## src/rtl/bitwise_accum_unit.sv

```systemverilog
// bitwise_accum_unit: multi-beat bitwise fold engine (AND/OR/XOR/PASS).
// Accepts a valid/ready operand stream, folds each burst into one value
// and presents it on a registered valid/ready result port until consumed.
//
// Optional feature macro: BITWISE_ACCUM_INVERT_EN
//   defined   -> in_op is 3 bits; bit 2 (latched on the first beat) inverts the
//                final result once at HOLD entry (NAND/NOR/XNOR/NOT-PASS).
//   undefined -> in_op is 2 bits, no inversion logic.
//
// Ports:
//   clock, reset_n          clock (rising edge), async active-low reset
//   in_valid/in_ready       operand handshake
//   in_data, in_last, in_op operand, end-of-burst flag, op (first beat only)
//   out_valid/out_ready     result handshake
//   out_data, out_count     folded result, number of beats folded
//   out_trunc               burst ended by MAX_BEATS rather than in_last
module bitwise_accum_unit #(
  parameter int unsigned WIDTH     = 32,
  parameter int unsigned MAX_BEATS = 16,
  parameter int unsigned CNT_W     = 5
) (
  input  logic             clock,
  input  logic             reset_n,
  input  logic             in_valid,
  output logic             in_ready,
  input  logic [WIDTH-1:0] in_data,
  input  logic             in_last,
`ifdef BITWISE_ACCUM_INVERT_EN
  input  logic [2:0]       in_op,
`else
  input  logic [1:0]       in_op,
`endif
  output logic             out_valid,
  input  logic             out_ready,
  output logic [WIDTH-1:0] out_data,
  output logic [CNT_W-1:0] out_count,
  output logic             out_trunc
);

`ifdef BITWISE_ACCUM_INVERT_EN
  localparam int unsigned OpW = 3;
`else
  localparam int unsigned OpW = 2;
`endif

  typedef enum logic [1:0] {StIdle, StAccum, StHold} state_e;

  state_e           state_q, state_d;
  logic [WIDTH-1:0] acc_q, acc_d;
  logic [CNT_W-1:0] cnt_q, cnt_d;
  logic [OpW-1:0]   op_q, op_d;
  logic             out_valid_q, out_valid_d;
  logic [WIDTH-1:0] out_data_q, out_data_d;
  logic [CNT_W-1:0] out_count_q, out_count_d;
  logic             out_trunc_q, out_trunc_d;

  logic             first_beat;
  logic             beat_fire;
  logic [OpW-1:0]   op_eff;
  logic [WIDTH-1:0] acc_fold;
  logic [WIDTH-1:0] result_final;
  logic [CNT_W-1:0] cnt_next;
  logic             hit_max;
  logic             burst_end;

  // in_ready depends on state only, never on in_valid.
  assign in_ready   = (state_q != StHold);
  assign first_beat = (state_q == StIdle);
  assign beat_fire  = in_valid & in_ready;

  // The op is captured on the first beat; later beats ignore in_op.
  assign op_eff   = first_beat ? in_op : op_q;
  assign cnt_next = first_beat ? CNT_W'(1) : cnt_q + CNT_W'(1);
  assign hit_max  = (cnt_next == CNT_W'(MAX_BEATS));
  assign burst_end = beat_fire & (in_last | hit_max);

  always_comb begin
    acc_fold = in_data;
    if (!first_beat) begin
      case (op_q[1:0])
        2'b00:   acc_fold = acc_q & in_data;
        2'b01:   acc_fold = acc_q | in_data;
        2'b10:   acc_fold = acc_q ^ in_data;
        default: acc_fold = in_data;
      endcase
    end
  end

  // Inversion is applied once to the final value, never per beat.
`ifdef BITWISE_ACCUM_INVERT_EN
  assign result_final = op_eff[2] ? ~acc_fold : acc_fold;
`else
  assign result_final = acc_fold;
`endif

  always_comb begin
    state_d     = state_q;
    acc_d       = acc_q;
    cnt_d       = cnt_q;
    op_d        = op_q;
    out_valid_d = out_valid_q;
    out_data_d  = out_data_q;
    out_count_d = out_count_q;
    out_trunc_d = out_trunc_q;
    case (state_q)
      StIdle, StAccum: begin
        if (beat_fire) begin
          acc_d = acc_fold;
          cnt_d = cnt_next;
          op_d  = op_eff;
          if (burst_end) begin
            state_d     = StHold;
            out_valid_d = 1'b1;
            out_data_d  = result_final;
            out_count_d = cnt_next;
            out_trunc_d = hit_max & ~in_last;
          end else begin
            state_d = StAccum;
          end
        end
      end
      StHold: begin
        if (out_ready) begin
          state_d     = StIdle;
          out_valid_d = 1'b0;
          cnt_d       = '0;
        end
      end
      default: state_d = StIdle;
    endcase
  end

  always_ff @(posedge clock or negedge reset_n) begin
    if (!reset_n) begin
      state_q     <= StIdle;
      acc_q       <= '0;
      cnt_q       <= '0;
      op_q        <= '0;
      out_valid_q <= 1'b0;
      out_data_q  <= '0;
      out_count_q <= '0;
      out_trunc_q <= 1'b0;
    end else begin
      state_q     <= state_d;
      acc_q       <= acc_d;
      cnt_q       <= cnt_d;
      op_q        <= op_d;
      out_valid_q <= out_valid_d;
      out_data_q  <= out_data_d;
      out_count_q <= out_count_d;
      out_trunc_q <= out_trunc_d;
    end
  end

  assign out_valid = out_valid_q;
  assign out_data  = out_data_q;
  assign out_count = out_count_q;
  assign out_trunc = out_trunc_q;

endmodule

```

## config.mk

```make
export PLATFORM = sky130hd
export DESIGN_NAME = bitwise_accum_unit
export DESIGN_NICKNAME = d
export VERILOG_FILES = /design/src/rtl/bitwise_accum_unit.sv
export SDC_FILE = /design/constraint.sdc
export NUM_CORES = 1
export LEC_CHECK = 0
export ABC_AREA = 1
export CAP_MARGIN = 20
export CORE_ASPECT_RATIO = 0.9
export CORE_UTILIZATION = 52
export DETAILED_ROUTE_END_ITERATION = 8
export PLACE_DENSITY_LB_ADDON = 0.25
export SLEW_MARGIN = 0
export SYNTH_ARGS = -nofsm -noshare
export SYNTH_HDL_FRONTEND = slang
export SYNTH_SLANG_ARGS = --single-unit
```

## constraint.sdc

```tcl
create_clock -name clock -period 2.91 [get_ports clock]
set_input_delay 0.873 -clock clock [delete_from_list [all_inputs] [get_ports clock]]
set_output_delay 0.873 -clock clock [all_outputs]
set_load 0.01 [all_outputs]
```

# Yosys cells after proc, flatten, opt, wreduce, memory -nomap -nowiden
# Cells that the tools add are included.
# classes
mux	14
bitwise	8
add_sub_neg	1
eq_ne	9
n_reduce_logical	10
# op_table
operator	count
32-bit one-hot mux with 3 select lines	1
32-bit AND	1
32-bit 2-to-1 mux	1
32-bit bitwise OR	1
32-bit bitwise XOR	1
5-bit 2-to-1 mux	3
5-bit one-hot mux with 2 select lines	1
3-bit AND reduction	3
2-bit != test (second input constant)	4
2-bit 2-to-1 mux	3
5-bit by 1-bit adder with 5-bit output (second input constant)	1
5-bit equality test (second input constant)	1
2-bit by 1-bit equality test with 1-bit output (second input constant)	2
2-bit equality test (second input constant)	2
2-bit zero test	2
2-bit one-hot mux with 2 select lines	1
2-bit AND reduction	2
4-bit AND reduction	1
1-bit AND	3
1-bit 2-to-1 mux	3
1-bit one-hot mux with 2 select lines	1
2-bit nonzero test	1
2-bit OR reduction	1
1-bit inverter	1
1-bit bitwise OR	1
# totals
register_bits	80
inputBits	39
out_inout_bits	40
word_cells	50

# Logic depth before layout (Yosys ltp)
# Gate-level depths: netlist of run 1.
# logic_depth
depth_word	8
depth_mapped	11
ltp_nobuf	10

# Worst setup path after synthesis of run 1
# No wires, ideal clock.
# synth_timing
kind	input -> register
from	in in_valid
to	reg out_data_q[17], in the netlist out_data[17]
setup_time_ns	0.117
n_path_buf	2
arrival_time_ns	1.789
t_required_ns	2.793
setup_slack_ns	1.004
path_stages	9
path_cell_list	inv_1 > nor2_4 > inv_2 > nor2_1 > inv_2 > buf_2 > buf_2 > nand3_1 > nand2_1
# synth_between
elab_chain_len	3
# synth_rtl
item	line	text
start, declared	24	input logic in_valid,
1-bit AND *	69	assign beat_fire = in_valid & in_ready;
1-bit AND	75	assign burst_end = beat_fire & (in_last | hit_max);
3-bit AND reduction (no source line) *	n/a	
end signal, assigned	149	out_data_q <= out_data_d;
end, declared	53	logic [WIDTH-1:0] out_data_q, out_data_d;
# Mark *: on every way between the ends. The rest lies on a longest branch, timed or not.
# A chain may end at the register's enable or synchronous reset.

# Worst setup path in the final report of run 1
# layout_timing
from	reg state_q[1]
to	out in_ready
# layout_between
elab_chain_len	1
# layout_rtl
item	line	text
start, declared	48	state_e state_q, state_d;
start signal, assigned	135	state_q <= StIdle;
start signal, assigned	144	state_q <= state_d;
2-bit != test	67	assign in_ready = (state_q != StHold);
end, declared	25	output logic in_ready,
# Every way passes these cells.

==> metrics, run 1 <==
Final Cell Area=slightly above 6000 um^2; die height=96.1 um; root buffer cell=clkbuf_8; Post-Syn Nets=774; setup_tns=0 ps; Slew HR=between 30% and 40%; RD Place Congestion=0.829; clk buf depth=2; Arr. time, crit path=around 1600 ps; post-synthesis mux area share=0%; largest net degree at the start of global routing=70; largest family of logic cells by synthesized area=simple AND/OR/NAND/NOR gates; CP Capture Type=output pin; clock transition at the registers of the reported paths=roughly 90 ps; Max Cap Viol=0; Via density=5.34; Slew Limit Fails=0; final hold viol count=0; drt drc=0; f_max=roughly 400 MHz; share of the synthesized area in the top cell type=about two fifths; Final period util=between 80% and 90%; post-synthesis xor/xnor area fraction=0%; Max rail drop VDD=approximately 420 uV; initial antenna violation count=0; most area-hungry cell type in the Yosys netlist=dfrtp_1; Yosys Warn Count=0; area delta synth->final=21.2%; layout cells sized above 1=under 10%; Tightest Hold Check Type=input pin to async pin; Mapped Area=between 5000 and 6000 um^2; R2R Path End=acc_q[5]$_DFFE_PN0P_; diode count=0; row cnt=33; Nets=between 800 and 900; PwrDens=approximately 690 nW/um^2; Clk Latency, worst-skew pair=360 ps; vias in the first global route=4,675; Adder-Cell Fraction of Synth Area=15.9%; Pwr Total=roughly 4300 uW; nature of the critical path startpoint=flip-flop; WL final=12,600 um; Tmin final=roughly 2500 ps; total clock sinks=80; total CTS buffers=9; compound-gate portion of the synthesized area=a little under an eighth; initial drt markers=189; RSZ-0062 raised after global routing=false; post-layout util=66.5%; Die Span X=roughly 110 um; R2R Setup Slk=approximately 770 ps; postcts setup bufs=0; post_cts resized=0; vias=4,611; number of fill cells=around 770; die area=approximately 10,000 um^2; simple-gate share of the synthesized area=about 23%; LEAKAGE=0.00317 uW; Synth Register Bits=80; worst slew pin tran=a little over 900 ps; CP required=approximately 2000 ps; status=completed; dpl cell area=5970 um^2; Mapped Cells=670; sequential share of the synthesized area=just under 40%; syn_area_per_cell=7.63 um^2; Setup Crit Path Kind=flip-flop to output pin; Max FO, Critical Path=4; Worst R2R Start=state_q[1]$_DFFE_PN0P_; IO Count=about 80; Area contributors post-synth=dfrtp_1 (39%), ha_1 (16%), nand2_1 (14%); commonest non-fill, non-tap cell in the layout=nand2_1; global route overflow=0; TritonCTS clock tree=done; Starting Density=54.8%; Post-DRT Antenna Nets=0; drt wl/cell=between 10 and 15 um; clk_skew=13.6 ps; Pre-antenna DRT Iters=4; Worst Reg-to-Reg Cells=9; # hold bufs at CTS=0; Final HPWL DP=around 8400 um; Yosys cell types=27; Final setup viols=0; H-tree depth=3; IO Port Bufs=between 70 and 80; Core Footprint=approximately 9300 um^2; total global-route track usage=a little over a quarter; most frequent cells in the layout=nand2_1 (184), inv_1 (95), dfrtp_1 (80); first-pass GRT wire length=21,000 um
-- report_power, final --
| group | leakage (uW) | switching (uW) | total [uW] | internal [uW] |
|---|---|---|---|---|
| Clock | 0.000112 | 421 | 950 | 529 |
| Sequential | 0.000993 | 208 | 1630 | 1430 |
| Combinational | 0.00206 | 954 | 1690 | 737 |
-- worst max-delay path, cell delays in order, from the launching register on --
cell and delay, ps:
dfrtp_1 480, inv_2 60, nor2_1 130, inv_1 80, clkdlybuf4s50_1 480
-- metrics by stage --
step           setup WS [ps]  instances  hold slack [ps]
3_5_place_dp             237        848              497
2_1_floorplan           1000        670              514
4_1_cts                  448        863              486
5_1_grt                  378        863              506
3_3_place_gp             332        848              492
6_report                 445        863              473
-- final cells by class --
type                       count  area, um^2  area share (%)
multi-input combinational    459        2580            41.6
sequential                    80        2000            32.3
timing repair buffer          88         866            14.0
inverter                      99         373            6.01
tap                          122         153            2.46
clock buffer                  11         151            2.44
clock inverter                 4        76.3            1.23
-- flip-flops by register name, summed over array words and instances, names as in the netlist --
register   count
op_q           2
out_data      32
cnt_q          5
state_q        2
out_valid      1
out_count      5
out_trunc      1
acc_q         32
-- Yosys cell counts (all sizes together) --
cell / n
inv: 98
a21oi: 27
o22ai: 1
o31ai: 1
clkinv: 1
clkbuf: 12
nand2: 186
ha: 65
o21ai: 57
buf: 20
o211ai: 1
nand3: 45
dfrtp: 80
a31oi: 10
nand4: 1
a22oi: 13
nor2: 52
-- how the worst max path moves through the flow --
stage,end,start,cells after the start
after global placement,out_data[23]$_DFFE_PN0P_,in_valid,9
final,in_ready,state_q[1]$_DFFE_PN0P_,4
after floorplan,out_data[17]$_DFFE_PN0P_,in_valid,9
after CTS,in_ready,state_q[1]$_DFFE_PN0P_,4
after detailed placement,out_data[21]$_DFFE_PN0P_,in_valid,9
after global routing,in_ready,state_q[1]$_DFFE_PN0P_,4
-- layer usage --
| layer | vias to the layer above | routed length, um | global-route usage (%) |
|---|---|---|---|
| met2 | 130 | 6310 | 48.5 |
| met3 | 15 | 653 | 5.08 |
| met4 | 0 | 165 | 7.65 |
| met1 | 2218 | 5510 | 31.0 |
| li1 | 2248 | - | - |
| met5 | - | 0 | 0 |
-- logic make-up after synthesis --
| logic type | count (synthesis) |
|---|---|
| compound gates | 110 |
| fa+ha+maj | 65 |
| buf+inv | 131 |
| flops | 80 |
| simple gates | 284 |
No activity file was read; power rests on OpenSTA's default activity.
==> run 2: changes to the inputs <==
- CORE_UTILIZATION: 52 -> 49
- clock period: 2.91 -> 2 ns (I/O delays scaled with it)
==> run 2 against run 1 <==
Against the previous run: final cell count up 3.1%; register-to-register slack worse by 480 ps; sequential power up 46%; largest cell class unchanged; highest routed layer unchanged.
==> metrics, run 2 (synthesized netlist as in run 1, its figures left out) <==
status=completed; Core Footprint=10,200 um^2; Final HPWL DP=8980 um; total CTS buffers=9; IO Port Bufs=about 80; slowest CP cell=clkdlybuf4s50_1; die height=98.9 um; Pre-antenna DRT Iters=4; Arr. time, crit path=1300 ps; Nets=860; Max rail drop VDD=663 uV; PwrDens=1030 nW/um^2; Crit path buffers/inverters=1; number of fill cells=875; IO Count=79; clk buf depth=2; WL met3=roughly 670 um; Max FO, Critical Path=2; vias=roughly 4,700; RSZ-0062 raised after global routing=false; Die Span X=110 um; drt wl/cell=around 15 um; Pwr Total=around 6700 uW; final hold viol count=0; global route overflow=0; total clock sinks=80; met2 wire length=~6700 um; largest stage delay on the critical path=between 500 and 600 ps; CP Capture Type=output pin; post-layout util=roughly 64%; Slew HR=roughly three quarters; Worst R2R Start=cnt_q[0]$_DFFE_PN0P_; R2R Path End=out_data[1]$_DFFE_PN0P_; commonest non-fill, non-tap cell in the layout=nand2_1; clock transition at the registers of the reported paths=about 60 ps; Final period util=94.9%; Tightest Hold Check Type=input pin to async pin; initial antenna violation count=0; nature of the critical path startpoint=flip-flop; most frequent cells in the layout=nand2_1 (184), inv_1 (95), dfrtp_1 (79); area delta synth->final=27.1%; Tmin final=about 1900 ps; TritonCTS clock tree=done; root buffer cell=clkbuf_16; Starting Density=between 50% and 60%; row cnt=35; Worst Reg-to-Reg Cells=11; R2R Setup Slk=between 200 and 300 ps; top cell family by delay on the critical path=buffers and inverters; uppermost layer routed=met4; Setup Crit Path Kind=flip-flop to output pin; worst slew pin tran=~370 ps; WL final=13,300 um; LEAKAGE=0.00332 uW; Final setup viols=0; first-pass GRT wire length=between 20,000 and 25,000 um; CP required=1400 ps; vias in the first global route=slightly below 5,000; clk_skew=9.03 ps; # hold bufs at CTS=0; H-tree depth=3; Clk Latency, worst-skew pair=around 340 ps; RD Place Congestion=between 0.8 and 0.9; Post-DRT Antenna Nets=0; Max Cap Viol=0; diode count=0; layout cells sized above 1=under 10%; initial drt markers=188; Via density=approximately 5.3; CP Cell Sequence=clkdlybuf4s50_1; drt drc=0; f_max=about 530 MHz; Slew Limit Fails=0; DRT met1 WL=approximately 5700 um; die area=roughly 11,000 um^2; total global-route track usage=26.3%; largest net degree at the start of global routing=between 40 and 50
==> run 2: worst max-delay path by stage <==
stage / slack [ps] / end / cells past startpoint / startpoint
3_3_place_gp: -20 / acc_q[23]$_DFFE_PN0P_ / 8 / in_data[23]
3_5_place_dp: -100 / acc_q[12]$_DFFE_PN0P_ / 8 / in_data[12]
6_report: 100 / out_data[31] / 1 / out_data[31]$_DFFE_PN0P_
2_1_floorplan: 370 / out_data[17]$_DFFE_PN0P_ / 9 / in_valid
5_1_grt: 40 / in_ready / 4 / state_q[1]$_DFFE_PN0P_
4_1_cts: 80 / out_data[31] / 1 / out_data[31]$_DFFE_PN0P_
==> run 2: repair_timing <==
action	CTS	global route
gates resized for setup	2	0
buffers inserted	0	0
endpoints found under the setup margin	1	0
==> run 2: routing by layer <==
layer | vias to the layer above | global-route usage, %
met5 | - | 0
met4 | 0 | 9.03
met3 | 24 | 6.48
met2 | 127 | 45.8
met1 | 2262 | 31.5
li1 | 2285 | -
==> run 2: cell type report <==
class                   count  area (um^2)  share of cell area (%)
flip-flops and latches     80         2000                    30.8
well taps                 129          161                    2.48
inverters                  99          373                    5.73
clock inverters             3         65.1                    1.00
repair buffers            107         1070                    16.5
multi-input cells         459         2580                    39.7
clock buffers              13          250                    3.85
==> run 2: per-stage QoR <==
step                setup TNS [ps]  hold WS [ps]  instance area [um^2]  std cells  setup WS, ps
floorplan                        0           304                  5110        670           367
global placement             -35.0           490                  6190        874         -21.9
detailed placement            -905           493                  6190        874         -96.3
CTS                              0           152                  6500        890          79.3
global route                     0           156                  6500        890          36.9
finish                           0           147                  6500        890           102
==> run 2: power by group <==
group / total, uW / internal, uW / switching (uW)
sequential: 2380 / 2080 / 304
clock: 1790 / 1130 / 658
combinational: 2550 / 1130 / 1410
==> RTL edit 1 (config.mk and constraints of run 2) <==
Change the parameter `WIDTH` from 32 to 36.
--- a/src/rtl/bitwise_accum_unit.sv
+++ b/src/rtl/bitwise_accum_unit.sv
@@ -16,5 +16,5 @@
 //   out_trunc               burst ended by MAX_BEATS rather than in_last
 module bitwise_accum_unit #(
-  parameter int unsigned WIDTH     = 32,
+  parameter int unsigned WIDTH     = 36,
   parameter int unsigned MAX_BEATS = 16,
   parameter int unsigned CNT_W     = 5
Ports: changed (resized in_data and out_data); port bits go from 79 to 87. The function was not compared with the original's and may differ.
==> RTL edit 1 against run 2 <==
  * Global-route usage down 0.41 points
  * Non-clock buffer count up 11
  * Combinational power up 14%
  * Sequential cell count up 8
  * Cell count up 12%
  * Area after synthesis up 11%
  * Sequential power up 10%
  * Via count up 12%
  * Critical path type unchanged
  * Power up 6.8%
  * Setup slack better by 0.024 ns
  * Worst hold slack better by 0.14 ns
  * Cell area up 11%
  * Routed wire length up 11%
==> RTL edit 1: results (changes against run 2) <==
status=complete, no violations; Cell variety after synth=28 (+3.7%); Peak VDD IR=0.5999 mV (-9.5%); Max clock buf depth=2 (unchanged); DRT Pass-1 Iters=5 (+1); slew margin rel.=66.37% (-9.1 points); Post-CTS Setup Repair Bufs=2 (+2); Crit path max-delay family=buffers and inverters; CTS root buf=clkbuf_16; routability cong.=0.8262 (+2.9%); highest metal used=met4; Hold Fails Final Rpt=0 (unchanged); first-pass GRT wire length=24,630 um (+11%); filler cell count=980 (+12%); H-tree levels=3 (unchanged); initial antenna violation count=0 (unchanged); WL met3=799 um (+19%); Data arrival, critical path=1.27 ns (-0.03 ns); min-delay worst type=input port to asynchronous set/reset pin; Setup crit start=out_data[26]; met1 usage=32.33% (+0.79 points); dpl cell area=6893 sq um (+11%); flop2flop setup slack=0.22 ns (-0.07 ns); Leak=3.657 nW (+10%); R2R depth=10 (-1); CP max stage delay=0.55 ns; layout cells sized above 1=7.363% (-0.13 points); nets=953 (+11%); IO buf count=86 (+10%); post-DP HPWL=9830 um (+9.4%); Ant. Diodes=0 (unchanged); Synthesis Warnings=0 (unchanged); # resized after CTS=3 (+1); DR WL met2=7213 um (+8.3%); CP max stage cell=clkdlybuf4s50_1; reg2reg end=out_data[9]; Skew-Pair Late Insertion Delay=0.34 ns (about the same); top_reg_cell synth=dfrtp_1; top post-synthesis cells by count=209 x nand2_1, 101 x inv_1, 88 x dfrtp_1; Area contributors post-synth=dfrtp_1 39%, ha_1 16%, nand2_1 14%; syn nets=860 (+11%); Mean Syn Cell Area=7.642 sq um (about the same); largest net degree at the start of global routing=89 (+85%); vias in the first global route=5,423 (+11%); Critical Path End=out_data[26]; Initial DRC Count=327 (+74%); Final Skew=0.003957 ns (-0.005071 ns); Inst Count DP=976 (+12%); Met1 Wirelength=6455 um (+14%); Total GRT Usage=25.93% (-0.41 points); final wirelength=14,780 um (+11%); met2 usage=43.54% (-2.2 points); GRT met3 Usage=4.662% (-1.8 points); sequential area share after synthesis=38.73% (-0.41 points); CTS clk-pin slew, worst paths=0.06 ns (about the same); DR vias=5,259 (+12%); Post-Layout Cell Count=994 (+12%); TritonCTS Buffers=9 (unchanged); sw power=0.002618 W (+10%)
## RTL edit 1: cells by family after synthesis
group,synth area share (%)
buf+inv,10.43
flops,38.73
compound gates,11.05
simple gates,23.72
fa+ha+maj,16.07
## RTL edit 1: final cells by class
cell class | count | area [sq um] | share of cell area, %
Clock inverter | 4 | 45.04 | 0.6263
Timing Repair Buffer | 118 | 1222 | 17.00
Clock buffer | 12 | 236.5 | 3.288
Tap cell | 152 | 190.2 | 2.644
Multi-Input combinational cell | 515 | 2900 | 40.33
Inverter | 105 | 394.1 | 5.480
Sequential cell | 88 | 2203 | 30.64
## RTL edit 1: worst reg2reg max path, stage by stage (launching register included)
cell and delay (ns):
dfrtp_1 0.40, ha_1 0.22, nand3_1 0.13, nand2_1 0.11, nand2_1 0.06, nor2_2 0.20, nand3_4 0.16, nand2_4 0.14
buf_12 0.16, nand2_1 0.09, nand2_1 0.07
## RTL edit 1: stage by stage
step                      util (%)  setup slack [ns]  total power (W)  TNS [ns]  hold slack (ns)
after floorplan                  -            0.4252         0.004253         0           0.3044
after CTS                    64.91            0.1240         0.007199         0           0.3308
after global placement       62.21          -0.06333         0.005346    -1.609           0.4900
final                        64.91            0.1265         0.007169         0           0.2868
after global routing         64.91           0.09436         0.007692         0           0.3444
after detailed placement     62.21          -0.08126         0.005521    -2.895           0.4927
## RTL edit 1: power groups by stage
| stage | Combinational, W | Sequential, W | Clock [W] |
|---|---|---|---|
| 3_3_place_gp | 0.00272 | 0.00263 | 0 |
| 2_1_floorplan | 0.00155 | 0.00270 | 0 |
| 5_1_grt | 0.00327 | 0.00268 | 0.00174 |
| 4_1_cts | 0.00291 | 0.00262 | 0.00167 |
| 6_report | 0.00290 | 0.00262 | 0.00165 |
| 3_5_place_dp | 0.00287 | 0.00265 | 0 |
==> RTL edit 2 (config.mk and constraints of run 2) <==
Made on the original files. Encoding of `state_e`: now one-hot (3 bits for 3 states).
--- a/src/rtl/bitwise_accum_unit.sv
+++ b/src/rtl/bitwise_accum_unit.sv
@@ -44,5 +44,5 @@
 `endif
 
-  typedef enum logic [1:0] {StIdle, StAccum, StHold} state_e;
+  typedef enum logic [2:0] {StIdle = 3'b001, StAccum = 3'b010, StHold = 3'b100} state_e;
 
   state_e           state_q, state_d;
Function: same outputs for any inputs over 4 cycles, from zero or initial values and one cycle with reset_n low; so few cycles prove little.
==> RTL edit 2 against run 2 <==
  * Critical path depth rose by 2
  * Maximum frequency fell by 1.4%
  * Non-clock buffer count rose by 19
  * Sequential cell count rose by 1
  * First-iteration DRC count fell by 9.6%
  * Die area rose by 1.1%
  * Setup slack got worse by 0.026 ns
  * Area after synthesis rose by 1.1%
  * Cell area rose by 2.7%
  * Sequential share of layout area fell by 0.42 points
  * Routed wire length fell by 8.4%
  * Highest routed layer unchanged
  * Clock skew fell by 0.0049 ns
Power is not compared: it rests on default switching activity, and its combinational part moved more than twofold at a synthesized area within 25%.
==> RTL edit 2: results (changes against run 2) <==
Slew @ Worst Pin=0.4369 ns (+0.06923 ns); worst slack, placed=-0.2262 ns (-0.1299 ns); DR WL met2=5923 um (-11%); H-tree levels=3 (unchanged); met1 usage=30.16% (-1.4 points); DR vias=4,474 (-4.8%); largest net degree at the start of global routing=47 (-2.1%); Met1 Wirelength=5543 um (-2.5%); met2 usage=40.52% (-5.3 points); reg2reg end=out_data[8]; filler cell count=867 (-0.91%); status=complete, no violations; Data arrival, critical path=1.32 ns (+0.02 ns); nets=828 (-3.7%); Skew-Pair Late Insertion Delay=0.34 ns (about the same); sequential area share after synthesis=39.23% (+0.091 points); top post-synthesis cells by count=156 x nand2_1, 108 x inv_1, 80 x dfrtp_1; Initial DRC Count=170 (-9.6%); Hold WS=0.1580 ns (+0.01116 ns); flop2flop setup slack=0.14 ns (-0.15 ns); Total GRT Usage=24.05% (-2.3 points); DR WL/cell=14.16 um (-5.0%); R2R depth=11 (unchanged); Inst Count DP=842 (-3.7%); WL met3=527 um (-21%); routed vias/inst=5.214 (-1.2%); GRT met3 Usage=5.505% (-0.98 points); Final Skew=0.004091 ns (-0.004936 ns); layout cells sized above 1=14.13% (+6.6 points); Area contributors post-synth=dfrtp_1 39%, ha_1 16%, nand2_1 11%; post-DP HPWL=8459 um (-5.8%); Cell variety after synth=30 (+11%); CP max FO=3 (+1); Mean Syn Cell Area=8.352 sq um (+9.4%); first-pass GRT wire length=20,510 um (-7.4%); initial antenna violation count=0 (unchanged); routability cong.=0.7425 (-7.5%); syn nets=723 (-6.6%); vias in the first global route=4,564 (-6.9%)
## RTL edit 2: cell types whose count changed after synthesis, sizes merged, moves of 13 or more
cell / run 2 / this run
o21ai: 57 / 106
a22oi: 13 / 0
a21oi: 27 / 2
o221ai: 0 / 32
nor2: 52 / 9
inv: 98 / 112
nand2: 186 / 160
nand3: 45 / 12
## RTL edit 2: cell type report
cell class	count	area share, %
clock buffer	14	4.105
sequential	81	30.38
clock inverter	2	0.5248
multi-input combinational	394	37.92
inverter	112	6.298
timing repair buffer	126	18.35
tap	129	2.418
## RTL edit 2: what timing repair did
| item | CTS | global route |
|---|---|---|
| endpoints found under the setup margin | 2 | 15 |
| resized for setup | 3 | 5 |
| hold endpoints to repair | 0 | 0 |
## RTL edit 2: metrics by stage
stage / area, sq um / setup TNS (ns)
6_report: 6675 / 0
4_1_cts: 6670 / 0
2_1_floorplan: 5170 / 0
3_3_place_gp: 6357 / -4.633
5_1_grt: 6675 / 0
3_5_place_dp: 6357 / -8.210
## RTL edit 2: cells by family (layout without fill, tap and decap cells)
family	count (synthesis)	in the layout	synth area share, %
buf+inv	144	254	12.10
simple gates	186	186	15.13
compound gates	142	142	17.59
fa+ha+maj	65	65	15.73
flops	81	81	39.23
mux	1	1	0.2178
## RTL edit 2: worst max-delay path, stage by stage, from the launching register on
cell	delay (ns)
dfstp_2	0.56
inv_1	0.08
nand3_2	0.09
dlygate4sd2_1	0.27
## RTL edit 2: worst max-delay path by stage
stage / startpoint / to / slack (ns) / cells past startpoint
finish: state_q[0] / in_ready / 0.08 / 3
global route: state_q[0] / in_ready / 0.02 / 3
CTS: state_q[0] / in_ready / 0.05 / 3
detailed placement: in_data[14] / acc_q[14] / -0.23 / 7
global placement: in_data[13] / acc_q[13] / -0.16 / 7
floorplan: cnt_q[0] / out_data[1] / 0.32 / 13
